### src/rtl/fetch_unit_pkg.sv
// Shared constants and state encoding for the instruction fetch stage.
package fetch_unit_pkg;

  localparam logic [31:0] RESET_VECTOR = 32'hBFC0_0000;
  localparam logic [31:0] NOP          = 32'h0000_0000;

  typedef enum logic [1:0] {
    S_REQ     = 2'd0,
    S_WAIT    = 2'd1,
    S_HOLD    = 2'd2,
    S_DISCARD = 2'd3
  } fetch_state_e;

endpackage

### src/rtl/fetch_redirect_buf.sv
// Pending-redirect latch: remembers a branch/exception target until the PC next updates.
module fetch_redirect_buf
  import fetch_unit_pkg::*;
(
  input  logic        clk_i,
  input  logic        rst_i,
  input  logic        br_valid_i,
  input  logic [31:0] br_target_i,
  input  logic        exc_valid_i,
  input  logic [31:0] exc_target_i,
  input  logic        consume_i,
  output logic        pend_valid_o,
  output logic [31:0] pend_target_o
);

  logic        valid_q, valid_d;
  logic        exc_q, exc_d;
  logic [31:0] target_q, target_d;

  // A pending exception target is never displaced by a later branch.
  always_comb begin
    valid_d  = valid_q;
    exc_d    = exc_q;
    target_d = target_q;
    if (consume_i) begin
      valid_d = 1'b0;
      exc_d   = 1'b0;
    end else if (exc_valid_i) begin
      valid_d  = 1'b1;
      exc_d    = 1'b1;
      target_d = exc_target_i;
    end else if (br_valid_i && !exc_q) begin
      valid_d  = 1'b1;
      target_d = br_target_i;
    end
  end

  always_ff @(posedge clk_i or posedge rst_i) begin
    if (rst_i) begin
      valid_q  <= 1'b0;
      exc_q    <= 1'b0;
      target_q <= NOP;
    end else begin
      valid_q  <= valid_d;
      exc_q    <= exc_d;
      target_q <= target_d;
    end
  end

  assign pend_valid_o  = valid_q;
  assign pend_target_o = target_q;

endmodule

### src/rtl/fetch_unit.sv
// Fetch stage: owns the PC, runs the instruction-memory handshake and applies redirects.
module fetch_unit
  import fetch_unit_pkg::*;
#(
  parameter logic [31:0] RESET_PC = RESET_VECTOR
) (
  input  logic        clk,
  input  logic        reset,
  input  logic        stallF,
  input  logic        br_redirect,
  input  logic [31:0] br_target,
  input  logic        exc_redirect,
  input  logic [31:0] exc_pc,
  output logic        inst_req,
  output logic [31:0] inst_addr,
  input  logic        inst_addr_ok,
  input  logic        inst_data_ok,
  input  logic [31:0] inst_rdata,
  output logic [31:0] pcF,
  output logic [31:0] instrF,
  output logic [31:0] pcplus4F,
  output logic        adelF,
  output logic        inst_stall
);

  fetch_state_e state_q, state_d;
  logic [31:0]  pc_q, pc_d;
  logic [31:0]  ir_q, ir_d;
  logic         pc_upd;
  logic         redirect, kill;
  logic         pend_valid;
  logic [31:0]  pend_target;

  assign redirect = br_redirect | exc_redirect;
  assign kill     = redirect | pend_valid;

  fetch_redirect_buf u_redirect_buf (
    .clk_i         (clk),
    .rst_i         (reset),
    .br_valid_i    (br_redirect),
    .br_target_i   (br_target),
    .exc_valid_i   (exc_redirect),
    .exc_target_i  (exc_pc),
    .consume_i     (pc_upd),
    .pend_valid_o  (pend_valid),
    .pend_target_o (pend_target)
  );

  assign pcF      = pc_q;
  assign pcplus4F = pc_q + 32'd4;
  assign adelF    = |pc_q[1:0];

  // A redirect seen while an access is outstanding cannot cancel it; the
  // access is drained in S_DISCARD and the target waits in the redirect buffer.
  always_comb begin
    state_d = state_q;
    ir_d    = ir_q;
    pc_upd  = 1'b0;
    case (state_q)
      S_REQ: begin
        if (adelF) begin
          pc_upd = !stallF || kill;
        end else if (inst_addr_ok) begin
          state_d = kill ? S_DISCARD : S_WAIT;
        end
      end
      S_WAIT: begin
        if (inst_data_ok) begin
          if (!stallF || kill) begin
            pc_upd  = 1'b1;
            state_d = S_REQ;
          end else begin
            ir_d    = inst_rdata;
            state_d = S_HOLD;
          end
        end else if (kill) begin
          state_d = S_DISCARD;
        end
      end
      S_HOLD: begin
        if (!stallF || kill) begin
          pc_upd  = 1'b1;
          state_d = S_REQ;
        end
      end
      S_DISCARD: begin
        if (inst_data_ok) begin
          pc_upd  = 1'b1;
          state_d = S_REQ;
        end
      end
      default: state_d = S_REQ;
    endcase
  end

  always_comb begin
    pc_d = pc_q;
    if (pc_upd) begin
      if (exc_redirect)     pc_d = exc_pc;
      else if (br_redirect) pc_d = br_target;
      else if (pend_valid)  pc_d = pend_target;
      else                  pc_d = pcplus4F;
    end
  end

  always_ff @(posedge clk or posedge reset) begin
    if (reset) begin
      state_q <= S_REQ;
      pc_q    <= RESET_PC;
      ir_q    <= NOP;
    end else begin
      state_q <= state_d;
      pc_q    <= pc_d;
      ir_q    <= ir_d;
    end
  end

  assign inst_req   = (state_q == S_REQ) && !adelF;
  assign inst_addr  = {pc_q[31:2], 2'b00};
  assign inst_stall = !((state_q == S_HOLD) ||
                        (state_q == S_WAIT && inst_data_ok) || adelF);

  always_comb begin
    instrF = NOP;
    if (!adelF) begin
      if (state_q == S_WAIT && inst_data_ok) instrF = inst_rdata;
      else if (state_q == S_HOLD)            instrF = ir_q;
    end
  end

endmodule

### config.mk
export PLATFORM = sky130hd
export DESIGN_NAME = fetch_unit
export DESIGN_NICKNAME = d
export VERILOG_FILES = /design/src/rtl/fetch_unit_pkg.sv /design/src/rtl/fetch_redirect_buf.sv /design/src/rtl/fetch_unit.sv
export SDC_FILE = /design/constraint.sdc
export NUM_CORES = 1
export LEC_CHECK = 0
export BUFFER_PORTS_ARGS = -buffer_cell sky130_fd_sc_hd__buf_2
export CAP_MARGIN = 5
export CORE_ASPECT_RATIO = 0.5
export CORE_UTILIZATION = 35
export CTS_BUF_LIST = sky130_fd_sc_hd__clkbuf_4 sky130_fd_sc_hd__clkbuf_8 sky130_fd_sc_hd__clkbuf_16
export CTS_CLUSTER_DIAMETER = 50
export CTS_CLUSTER_SIZE = 14
export DETAILED_ROUTE_END_ITERATION = 8
export GPL_TIMING_DRIVEN = 0
export PLACE_DENSITY_LB_ADDON = 0.12
export SLEW_MARGIN = 5
export SYNTH_ARGS = -nofsm -noshare
export SYNTH_HDL_FRONTEND = slang
export SYNTH_HIERARCHICAL = 1
export SYNTH_SLANG_ARGS = --single-unit
### constraint.sdc
create_clock -name clk -period 6.6 [get_ports clk]
set_input_delay 1.32 -clock clk [delete_from_list [all_inputs] [get_ports clk]]
set_output_delay 1.32 -clock clk [all_outputs]
set_load 0.01 [all_outputs]
## Word level (Yosys, flattened, before mapping)

Cells that the tools add are included.

| storage, ports and cells | value |
|---|---|
| register bits after elaboration | 100 |
| bits of input ports | 103 |
| output and inout bits | 131 |
| word-level logic and storage cells | 64 |

| cells by class | value |
|---|---|
| add/sub/neg operators | 1 |
| equality and inequality tests | 8 |
| muxes and demuxes | 27 |
| bitwise logic cells | 4 |
| reduce and logical (&&, ||, !) cells | 18 |

Operators with widths:

| operator | number |
|---|---|
| 32-bit 2-to-1 mux | 8 |
| 32-bit by 3-bit adder with 32-bit output (second input constant) | 1 |
| 2-bit 2-to-1 mux | 8 |
| 1-bit 2-to-1 mux | 9 |
| 2-bit != test (second input constant) | 4 |
| 2-bit case mux with 4 select lines | 1 |
| 5-bit AND reduction | 1 |
| 2-bit == test (second input constant) | 2 |
| 1-bit logical NOT | 4 |
| 1-bit case mux with 4 select lines | 1 |
| 2-bit nonzero test | 2 |
| 1-bit logical AND | 3 |
| 1-bit logical OR | 3 |
| 3-bit != test (second input constant) | 1 |
| 3-bit AND reduction | 1 |
| 3-bit nonzero test | 1 |
| 2-bit by 1-bit == test with 1-bit output (second input constant) | 1 |
| 2-bit logical NOT | 1 |
| 1-bit inverter | 2 |
| 1-bit bitwise OR | 2 |
| 2-bit AND reduction | 1 |
| 2-bit OR reduction | 1 |

## Logic depth before layout (Yosys ltp)

| depth | value |
|---|---|
| word-level depth | 8 |
| depth in mapped cells | 9 |
| depth with buffers taken out | 6 |

## Hierarchy

Netlist, hierarchy kept.

Modules (own cells, without submodules):

| module | instances | cells each | area an instance (um2) | sequential area each (um2) |
|---|---|---|---|---|
| fetch_unit | 1 | 553 | 4,824.6 | 1,662.8 |
| fetch_redirect_buf | 1 | 113 | 1,735.4 | 850.8 |

## Worst setup path before layout

Ideal clock, no wire load.

| timing path | value |
|---|---|
| path kind | in2out |
| start point | input inst_data_ok |
| end point | output instrF[22] |
| data arrival time | 2.241 ns |
| data required time | 5.280 ns |
| path slack | 3.039 ns |
| cell stages on the path | 5 |
| buffers on the path | 1 |
| path through | nand2_1 nor2_1 clkbuf_1 a22oi_1 nor2_1 |

| between the ends | value |
|---|---|
| cells in the longest elaborated chain, start to end | 3 |

Ends and longest elaborated chain:

| item | line | RTL |
|---|---|---|
| from (decl) | fetch_unit.sv:17 | `input logic inst_data_ok,` |
| 1-bit logical AND | fetch_unit.sv:126 | `if (state_q == S_WAIT && inst_data_ok) instrF = inst_rdata;` |
| 32-bit 2-to-1 mux | fetch_unit.sv:126 |  |
| 32-bit 2-to-1 mux | fetch_unit.sv:125 | `if (!adelF) begin` |
| to (decl) | fetch_unit.sv:20 | `output logic [31:0] instrF,` |

Every way passes these cells.

## Worst setup path after layout

| timing path | value |
|---|---|
| start point | input inst_data_ok |
| end point | output instrF[11] |

The elaborated chain is that of the path after synthesis.

==> results.txt <==
----------------------------------------------------
[Yosys]
  Area of the mapped netlist ... 6560 um^2
  Sequential fraction of the synthesis area ... 38.32%
  Count of flip-flops with a built-in enable after synthesis ... 0
  Syn Inst Count ... 666
  Mean post-synth cell area ... 9.850 um^2
  Number of unique standard cell types used by synthesis ... 64
  Asr flop ratio synth ... 100.0%
  Number of warnings printed during yosys synthesis ... 6
  Seq cells post-synth ... 100
  Flip-flop cell with the highest count after synthesis ... sky130_fd_sc_hd__dfrtp_1

[STA]
  Worst Clk Skew ... 0.01128 ns
  Least-Margin Pin Slew ... 0.8743 ns
  Hold_ws ... 0.4947 ns
  Count of endpoints failing setup in the final report ... 0
  Max frequency ... 244.5 MHz
  Part of the cycle the worst path needs ... 61.96%
  Total Neg Setup Slack ... 0 ns
  Max-slew violation total from the final report ... 0
  Final worst slack ... 2.510 ns
  Setup repair after global routing missed its margin ... no
  Period minus WS final ... 4.090 ns
  Worst slew margin relative to its limit ... 41.10%
  Final hold violation count ... 0

[Cells and area]
  Multi-input gate area ... 3468 um^2
  Highest-count cells in the layout ignoring fill and taps ... sky130_fd_sc_hd__buf_2 (243), sky130_fd_sc_hd__dfrtp_1 (91), sky130_fd_sc_hd__mux2_2 (89)
  Diodes inserted ... 0
  Final Util ... 46.75%
  Fin nets ... 1,014
  Final-layout fill cell count ... 1,773
  FF+latch area ... 2514 um^2
  Layout cell share with drive strength beyond 1 ... 46.56%
  Commonest non-fill, non-tap cell in the layout ... sky130_fd_sc_hd__buf_2
  Summed area of non-filler cells in the final layout ... 8353 um^2
  Layout Area Growth over Synthesis ... 27.33%
  Finished Layout Cells ... 1,149

[Pwr]
  Leak ... 3.955 nW
  Worst ir drop on vdd ... 0.1843 mV
  P per Cell Area ... 436.5 nW/um^2
  Final Total Pwr ... 3.646 mW

[Clock network]
  Number of instances resized during post-cts repair ... 0
  Total setup buffers inserted after CTS ... 0
  Clk sink count ... 100
  TritonCTS clock tree ... yes
  Clock-pin slew on the worst setup and hold paths ... 0.06 ns
  Later-pin clock latency in the skew report ... 0.36 ns
  Number of buffers between clock root and the deepest sink ... 2
  # H-tree levels ... 3
  Hold_buf cts ... 0
  Clock Tree Root ... sky130_fd_sc_hd__clkbuf_16
  Number of buffers inserted during clock tree synthesis ... 9

[Worst setup path]
  R2r startpoint ... u_redirect_buf/pend_valid_o$_DFFE_PP0P_
  CP Cell Sequence ... buf_2 -> nand2_1 -> nor2_1 -> clkbuf_1 -> a22oi_1 -> nor2_1 -> buf_2
  Worst Setup Start Kind ... input port
  Worst-path fanout max ... 10
  Crit. End Element ... output port
  Delay of the slowest cell on the worst path ... 0.42 ns
  Critical path data required time ... 5.28 ns
  Crit path buf inv count ... 3
  Data arrival time of the worst path ... 2.77 ns
  Kind of cell adding the most delay to the critical path ... buffers and inverters
  Cell type of the slowest stage on the worst timing path ... sky130_fd_sc_hd__clkbuf_1
  Worst setup path class ... input port to output port
  Start point of the critical path ... inst_data_ok

[Routing]
  Number of design-rule violations left by the first detailed-router iteration ... 335
  Via count of the routed design ... 6,199
  DRC errors left ... 0
  Detailed-route wire length per cell ... 19.86 um
  Detailed-router iteration count before antenna repair ... 4
  Total Wirelength ... 22.82 mm
  Number of vias per cell ... 5.395
  Number of nets still failing antenna checks after routing ... 0

[Placed design]
  Total placed cells including tap cells ... 1,133
  Global placer's final weighted congestion ... 0.8654
  Pre-CTS setup slack ... 2.541 ns
  Half-perimeter wire length of the detailed placement result ... 17.37 mm
  Count of buffers inserted at the top-level ports ... 231
  Placed cell areas ... 8043 um^2

[Floorplanning]
  Chip Height ... 98.81 um
  Number of rows created at floorplan ... 34
  Initial core utilization ... 36.72%
  Die Span X ... 195.6 um
  Die Outline Area ... 19,330 um^2
  Core ar. ... 17,870 um^2
  I/O pin count ... 234

[Global route]
  Antenna violations before repair ... 1
  Overflow left after global routing ... 0
  Pin count of the biggest net entering global routing ... 63
  GR Util All Layers ... 24.04%
  Via count of the first global-routing pass ... 5,996
  First-pass GRT wire length ... 35.04 mm

[Worst hold path]
  Startpoint of the most critical hold path ... u_redirect_buf/pend_target_o[2]$_DFFE_PP0P_
  Min-delay worst type ... flip-flop to flip-flop

[Outcome]
  Result of the run ... complete, no violations

[Job]
  Number of violations of the max-capacitance limit ... 0

----------------------------------------------------
flip-flops by register name, summed over array words and instances, names as in the netlist:
register and cells:
ir_q 32, u_redirect_buf/pend_target_o 32, u_redirect_buf/exc_q 1, pcF 32, u_redirect_buf/pend_valid_o 1, state_q 2
report_power, final:
part / switching, mW / total, mW / internal, mW
sequential: 0.291 / 1.19 / 0.900
clock: 0.235 / 0.562 / 0.327
combinational: 0.997 / 1.89 / 0.896
total: 1.52 / 3.65 / 2.12
cell usage after synthesis, types with 7 or more instances:
master,number,share of area [%]
sky130_fd_sc_hd__a21oi_1,16,1.2
sky130_fd_sc_hd__a221o_1,8,1.2
sky130_fd_sc_hd__a221oi_1,11,1.5
sky130_fd_sc_hd__a22oi_1,45,5.1
sky130_fd_sc_hd__buf_2,12,0.92
sky130_fd_sc_hd__buf_4,38,4.3
sky130_fd_sc_hd__buf_6,7,1.2
sky130_fd_sc_hd__clkbuf_1,26,1.5
sky130_fd_sc_hd__dfrtp_1,91,35
sky130_fd_sc_hd__dfstp_2,9,3.6
sky130_fd_sc_hd__inv_1,11,0.63
sky130_fd_sc_hd__mux2_2,89,15
sky130_fd_sc_hd__mux2_4,8,1.8
sky130_fd_sc_hd__nand2_1,38,2.2
sky130_fd_sc_hd__nand3_1,15,1.1
sky130_fd_sc_hd__nand4_1,10,0.95
sky130_fd_sc_hd__nor2_1,65,3.7
sky130_fd_sc_hd__nor3_1,7,0.53
sky130_fd_sc_hd__o21ai_0,32,2.4
sky130_fd_sc_hd__o2bb2ai_1,8,1.1
sky130_fd_sc_hd__o31ai_1,7,0.80
sky130_fd_sc_hd__xnor2_1,15,2.0
sky130_fd_sc_hd__xor2_1,13,1.7
logic make-up (layout without fill, tap and decap cells):
kind of cell | count (synthesis) | in the layout | share of synthesized area [%]
xor+xnor | 28 | 28 | 3.738
buf+inv | 99 | 347 | 8.869
compound gates | 164 | 164 | 18.02
flops | 100 | 100 | 38.32
simple gates | 170 | 170 | 12.76
mux | 103 | 103 | 18.04
other cells | 1 | 2 | 0.05716
fa+ha+maj | 1 | 1 | 0.1907
worst paths after layout:
path | slack [ns] | depth (start not counted) | end
worst max-delay path | 2.51 | 7 | instrF[11]
worst min-delay path | 0.49 | 1 | u_redirect_buf/pend_target_o[2]$_DFFE_PP0P_
worst max register to register | 3.91 | 9 | u_redirect_buf/pend_target_o[1]$_DFFE_PP0P_
worst min register to register | 0.49 | 1 | u_redirect_buf/pend_target_o[2]$_DFFE_PP0P_
max in group asynchronous | 4.95 | 2 | u_redirect_buf/pend_target_o[5]$_DFFE_PP0P_
min in group asynchronous | 0.85 | 2 | pcF[5]$_DFFE_PP0P_
area by class of cell:
cell class                 instances  share of cell area (%)
multi-input combinational        468                   41.52
sequential                       100                   30.09
timing repair buffer             232                   14.17
buffer                            86                   6.381
tap                              234                   3.505
clock buffer                      14                   3.295
inverter                          13                  0.6141
clock inverter                     2                  0.4194
per-layer routing:
layer	up-vias	global-route usage [%]	part of all wire, %
li1	2912	-	-
met1	3077	34.87	49
met2	197	36.40	44
met3	13	5.852	6.1
met4	0	4.361	0.75
met5	-	0	0
(Power assumes the default switching activity.)
